## src/rtl/alu_arbiter_pkg.sv

```systemverilog
// alu_arbiter_pkg
// Shared definitions for the ALU arbiter slice: the 4-bit ALU op encoding,
// the highest legal op code, the response-buffer state type and a helper
// that flags illegal op codes.
package alu_arbiter_pkg;

    localparam logic [3:0] OP_ADD  = 4'b0000;
    localparam logic [3:0] OP_SUB  = 4'b0001;
    localparam logic [3:0] OP_AND  = 4'b0010;
    localparam logic [3:0] OP_OR   = 4'b0011;
    localparam logic [3:0] OP_XOR  = 4'b0100;
    localparam logic [3:0] OP_SLL  = 4'b0101;
    localparam logic [3:0] OP_SRL  = 4'b0110;
    localparam logic [3:0] OP_SRA  = 4'b0111;
    localparam logic [3:0] OP_SLT  = 4'b1000;
    localparam logic [3:0] OP_SLTU = 4'b1001;

    localparam logic [3:0] OP_MAX_LEGAL = 4'b1001;

    typedef enum logic {
        BUF_EMPTY = 1'b0,
        BUF_FULL  = 1'b1
    } buf_state_t;

    function automatic logic op_illegal(input logic [3:0] op);
        return (op > OP_MAX_LEGAL);
    endfunction

endpackage

```

## src/rtl/alu_arbiter_rr_pick2.sv

```systemverilog
// alu_arbiter_rr_pick2
// Two-input selector producing a one-hot grant.
//   valid[1:0] : request valids
//   last       : index of the requester granted last
//   mode       : 0 = round-robin, 1 = fixed priority (index 0 wins)
//   grant[1:0] : one-hot grant, 2'b00 when nothing is valid
module alu_arbiter_rr_pick2 (
    input  logic [1:0] valid,
    input  logic       last,
    input  logic       mode,
    output logic [1:0] grant
);

    always_comb begin
        grant = 2'b00;
        if (valid == 2'b11) begin
            // Under contention round-robin hands the grant to whoever did not win last.
            if (mode || last) grant = 2'b01;
            else              grant = 2'b10;
        end else begin
            grant = valid;
        end
    end

endmodule

```

## src/rtl/alu_arbiter.sv

```systemverilog
// alu_arbiter
// Shares one combinational ALU between two requesters (0 = core pipeline,
// 1 = auxiliary unit) and captures the result in a one-entry response buffer.
//   clk, rst                    : clock, synchronous active-high reset
//   prio_mode                   : 0 = round-robin, 1 = fixed priority
//   req_valid/req_ready[1:0]    : per-requester handshake
//   req_srca*/req_srcb*/req_op* : per-requester operands and op code
//   alu_srca/alu_srcb/alu_op    : operands driven to the external ALU
//   alu_result                  : combinational ALU result
//   resp_valid/resp_ready       : response handshake
//   resp_id/resp_result/resp_err: owner, captured result, illegal-op flag
//
// state     | meaning
// ----------+------------------------------------------------------------
// BUF_EMPTY | no response held; a request may be granted
// BUF_FULL  | response held; grant only if the consumer drains this cycle
module alu_arbiter
    import alu_arbiter_pkg::*;
#(
    parameter int DATA_W = 32
) (
    input  logic              clk,
    input  logic              rst,
    input  logic              prio_mode,
    input  logic [1:0]        req_valid,
    output logic [1:0]        req_ready,
    input  logic [DATA_W-1:0] req_srca0,
    input  logic [DATA_W-1:0] req_srcb0,
    input  logic [DATA_W-1:0] req_srca1,
    input  logic [DATA_W-1:0] req_srcb1,
    input  logic [3:0]        req_op0,
    input  logic [3:0]        req_op1,
    output logic [DATA_W-1:0] alu_srca,
    output logic [DATA_W-1:0] alu_srcb,
    output logic [3:0]        alu_op,
    input  logic [DATA_W-1:0] alu_result,
    output logic              resp_valid,
    input  logic              resp_ready,
    output logic              resp_id,
    output logic [DATA_W-1:0] resp_result,
    output logic              resp_err
);

    buf_state_t state;
    logic       last_grant;
    logic [1:0] pick;
    logic       grant_ok;
    logic       xfer;

    alu_arbiter_rr_pick2 u_pick (
        .valid (req_valid),
        .last  (last_grant),
        .mode  (prio_mode),
        .grant (pick)
    );

    // Refill is allowed in the same cycle the held response drains.
    assign grant_ok  = !rst && ((state == BUF_EMPTY) || resp_ready);
    assign req_ready = grant_ok ? pick : 2'b00;
    assign xfer      = |req_ready;

    // Requester 0's fields are the idle default on the ALU inputs.
    always_comb begin
        alu_srca = req_srca0;
        alu_srcb = req_srcb0;
        alu_op   = req_op0;
        if (req_ready[1]) begin
            alu_srca = req_srca1;
            alu_srcb = req_srcb1;
            alu_op   = req_op1;
        end
    end

    always_ff @(posedge clk) begin
        if (rst) begin
            state       <= BUF_EMPTY;
            resp_valid  <= 1'b0;
            resp_id     <= 1'b0;
            resp_result <= '0;
            resp_err    <= 1'b0;
            last_grant  <= 1'b1;
        end else begin
            case (state)
                BUF_EMPTY: begin
                    if (xfer) begin
                        state       <= BUF_FULL;
                        resp_valid  <= 1'b1;
                        resp_id     <= req_ready[1];
                        resp_result <= alu_result;
                        resp_err    <= op_illegal(alu_op);
                        last_grant  <= req_ready[1];
                    end
                end
                BUF_FULL: begin
                    if (xfer) begin
                        resp_valid  <= 1'b1;
                        resp_id     <= req_ready[1];
                        resp_result <= alu_result;
                        resp_err    <= op_illegal(alu_op);
                        last_grant  <= req_ready[1];
                    end else if (resp_ready) begin
                        state      <= BUF_EMPTY;
                        resp_valid <= 1'b0;
                    end
                end
                default: begin
                    state      <= BUF_EMPTY;
                    resp_valid <= 1'b0;
                end
            endcase
        end
    end

endmodule

```

## config.mk

```make
export PLATFORM = sky130hd
export DESIGN_NAME = alu_arbiter
export DESIGN_NICKNAME = d
export VERILOG_FILES = /design/src/rtl/alu_arbiter_pkg.sv /design/src/rtl/alu_arbiter_rr_pick2.sv /design/src/rtl/alu_arbiter.sv
export SDC_FILE = /design/constraint.sdc
export NUM_CORES = 1
export LEC_CHECK = 0
export ABC_AREA = 1
export CAP_MARGIN = 30
export CORE_AREA = 3 3 106 108
export DETAILED_ROUTE_END_ITERATION = 10
export DIE_AREA = 0 0 109 111
export PLACE_DENSITY_LB_ADDON = 0.05
export SETUP_SLACK_MARGIN = 0.3
export SYNTH_ARGS = -nofsm -noshare
export SYNTH_HDL_FRONTEND = slang
export SYNTH_HIERARCHICAL = 1
export SYNTH_SLANG_ARGS = --single-unit
export TNS_END_PERCENT = 10
```

## constraint.sdc

```tcl
create_clock -name clk -period 1.9 [get_ports clk]
set_input_delay 0.38 -clock clk [delete_from_list [all_inputs] [get_ports clk]]
set_output_delay 0.38 -clock clk [all_outputs]
set_load 0.02 [all_outputs]
```

==> summary.md <==
| Metric | Value |
|---|---|
| Core Box Area | 10320 sq um |
| Post-synth top cells | nand2_1 (214), nor2_1 (65), dfxtp_1 (37) |
| H-tree depth reported by CTS | 2 |
| Largest net degree at the start of global routing | 40 |
| Synth top area cells | nand2_1 (36%), dfxtp_1 (33%), nor2_1 (11%) |
| Worst slew pin tran | 269.7 ps |
| Power, Total | 3.255 mW |
| Layout area overhead | 179.8% |
| Row count | 37 |
| First-pass GRT wire length | 20130 um |
| Yosys top cell area share | 0.3589 |
| CTS Sinks | 37 |
| RSZ-0062 raised after global routing | true |
| Vias in the first global route | 3631 |
| Fillers | 976 |
| Largest family of logic cells by synthesized area | simple AND/OR/NAND/NOR gates |
| Largest fanout on the critical path | 9 |
| Ys Warns | 6 |
| Violated checks | setup timing |
| Power Dens Cells | 519.7 nW/um^2 |
| Clock Skew | 3.356 ps |
| Static leakage | 2.928 nW |
| DRC viols | 0 |
| Post-Synth Adder-Cell Area | 0 |
| DR vias | 3590 |
| Fmax | 505.9 MHz |
| Maxcap violations | 0 |
| Final wirelength | between 10000 and 15000 um |
| Num CTS Buffers | 5 |
| Dominant cell type by area after synthesis | nand2_1 |
| Global Route Usage Sum | 0.2122 |
| Met3 routed WL | around 1100 um |
| Placer Congestion | 0.8743 |
| Kind of critical path | in -> out |
| Clock transition at path regs | 70 ps |
| Post-synthesis sequential element count | 37 |
| Synth async-reset ratio | 0 |
| DPL Wire Length | 10160 um |
| Met2 WL | 7243 um |
| Post-route setup slack | -76.63 ps |
| Complex-gate fraction of the synthesized area | 0.07826 |
| Status | finished with violations |
| Layout cells sized above 1 | 0.3801 |
| Endpoints failing setup | 55 |
| Primary FF master, synth | dfxtp_1 |
| Top-count cell post-synth | nand2_1 |
| CP Capture Type | output port |
| Max Transition Viols Final | 0 |
| Die area | 12100 sq um |
| Mapped Cells | 400 |
| Skew-Pair Late Insertion Delay | 280 ps |
| Drt first-iter violations | 96 |
| Final Util | 0.6066 |
| Worst VDD drop | 513.4 uV |
| Hold WS | 423.3 ps |
| WL met1 | approximately 5000 um |
| EDFF count, synth | 0 |
| Die W | 109 um |
| Synth Net Count | 574 |
| Final worst-path cycle share | 1.040 |
| Syn_area_per_cell | 5.596 sq um |
| Ant diodes | 0 |
| Die height | roughly 110 um |
| Multiplexer area fraction after synthesis | 0 |
| Via density | 4.336 |
| Xor and xnor area share after synthesis | 0 |
| Fin. Hold Viols | 0 |
| # IOs | 279 |
| Nets | 866 |
| Post-synthesis simple-gate area fraction | 0.5081 |
| Slew Limit Headroom | 0.8202 |
| Wire per inst | 16.32 um |
| Remaining antenna violation count | 0 |
| Crit path time final | 1977 ps |
| Initial antenna violation count | 0 |
| Synthesized area | 2238 sq um |
| 1st-pass router iterations | 4 |
| Placed Area | 5384 sq um |
| Uppermost layer routed | met4 |
| Initial Util | 0.2168 |
| Critical Path Source Type | input pin |
| CP Data Arrival Time | 1600 ps |
| Total grt overflow | 0 |
| Yosys cell types | 18 |
| Clock buffer depth | 2 |
| WP data required | 1520 ps |
| Pre-CTS setup slack | -787.7 ps |
| Register area share after synthesis | 0.3309 |
| CTS tree | done |
| Port bufs | 278 |
| Hold WC Path Type | in -> reg |
| Hold Buf Count CTS | 0 |
| Root buffer cell | clkbuf_8 |
| Fin area | ~6300 sq um |
through the flow:
step           TNS (ps)  instances
3_3_place_gp     -63740        808
2_1_floorplan         0        400
5_1_grt           -8049        828
3_5_place_dp     -63710        808
4_1_cts           -3330        826
6_report          -1929        828
cells in the final DEF (no fill, tap or decap), types with 6 or more instances in the layout:
cell and n:
buf_4 9, dfxtp_1 36, nand2_1 119, nand2_4 13
nor2_1 32, o21ai_2 8, nor2_2 9, o21ai_0 19
dlygate4sd2_1 37, clkdlybuf4s50_1 168, nor2_4 24, buf_6 66
buf_16 7, buf_2 6, nand2_2 86, buf_12 10
inv_2 7, clkbuf_8 6
worst max-delay path: stages:
cell and delay, ps:
clkdlybuf4s15_1 190, nor2_2 130, nand2_2 70, nand2_4 70, nand3_4 120, inv_8 110
buf_6 120, buf_12 120, nand2_1 80, nand2_2 80, buf_6 110
final timing paths:
kind | slack [ps] | from | to | cells past startpoint
max | -80 | prio_mode | alu_srca[13] | 11
min | 420 | rst | state | 2
max reg2reg | 160 | last_grant | resp_result[29] | 12
min reg2reg | 470 | resp_valid | resp_valid | 2
final cells by class:
cell class              instances  area, sq um  share of cell area
flip-flops and latches         37        742.0              0.1185
inverters                      14        62.56            0.009990
repair buffers                309         3341              0.5335
clock buffers                   7        86.33             0.01379
well taps                     136        170.2             0.02717
multi-input cells             325         1861              0.2971
cell families (layout without fill, tap and decap cells):
| kind of cell | count (synthesis) | in the layout |
|---|---|---|
| and+or+nand+nor | 290 | 290 |
| buffers and inverters | 38 | 330 |
| DFF | 37 | 37 |
| AOI/OAI and AO/OA | 35 | 35 |
power by group:
part	leakage, nW	switching [mW]	total (mW)	internal [mW]
Combinational	2.58	0.856	1.80	0.943
Clock	0.0443	0.266	0.554	0.288
Sequential	0.307	0.0423	0.902	0.859
state kept, by name (all words and copies together) (netlist names):
register     cells
last_grant       1
resp_valid       1
state            1
resp_err         1
resp_id          1
resp_result     32
repair_timing:
| action | in CTS | in global routing |
|---|---|---|
| endpoints found under the setup margin | 140 | 105 |
| hold endpoints to repair | 0 | 0 |
| gates cloned | 6 | 2 |
| buffers inserted | 5 | 0 |
| pin swaps | 27 | 49 |
| resized for setup | 562 | 61 |
metal layers:
layer / track usage / vias to the layer above
met2: 0.3997 / 146
met3: 0.05591 / 16
met1: 0.2300 / 1625
li1: - / 1803
met4: 0.05051 / 0
met5: 0 / -
(Power assumes the default switching activity.)
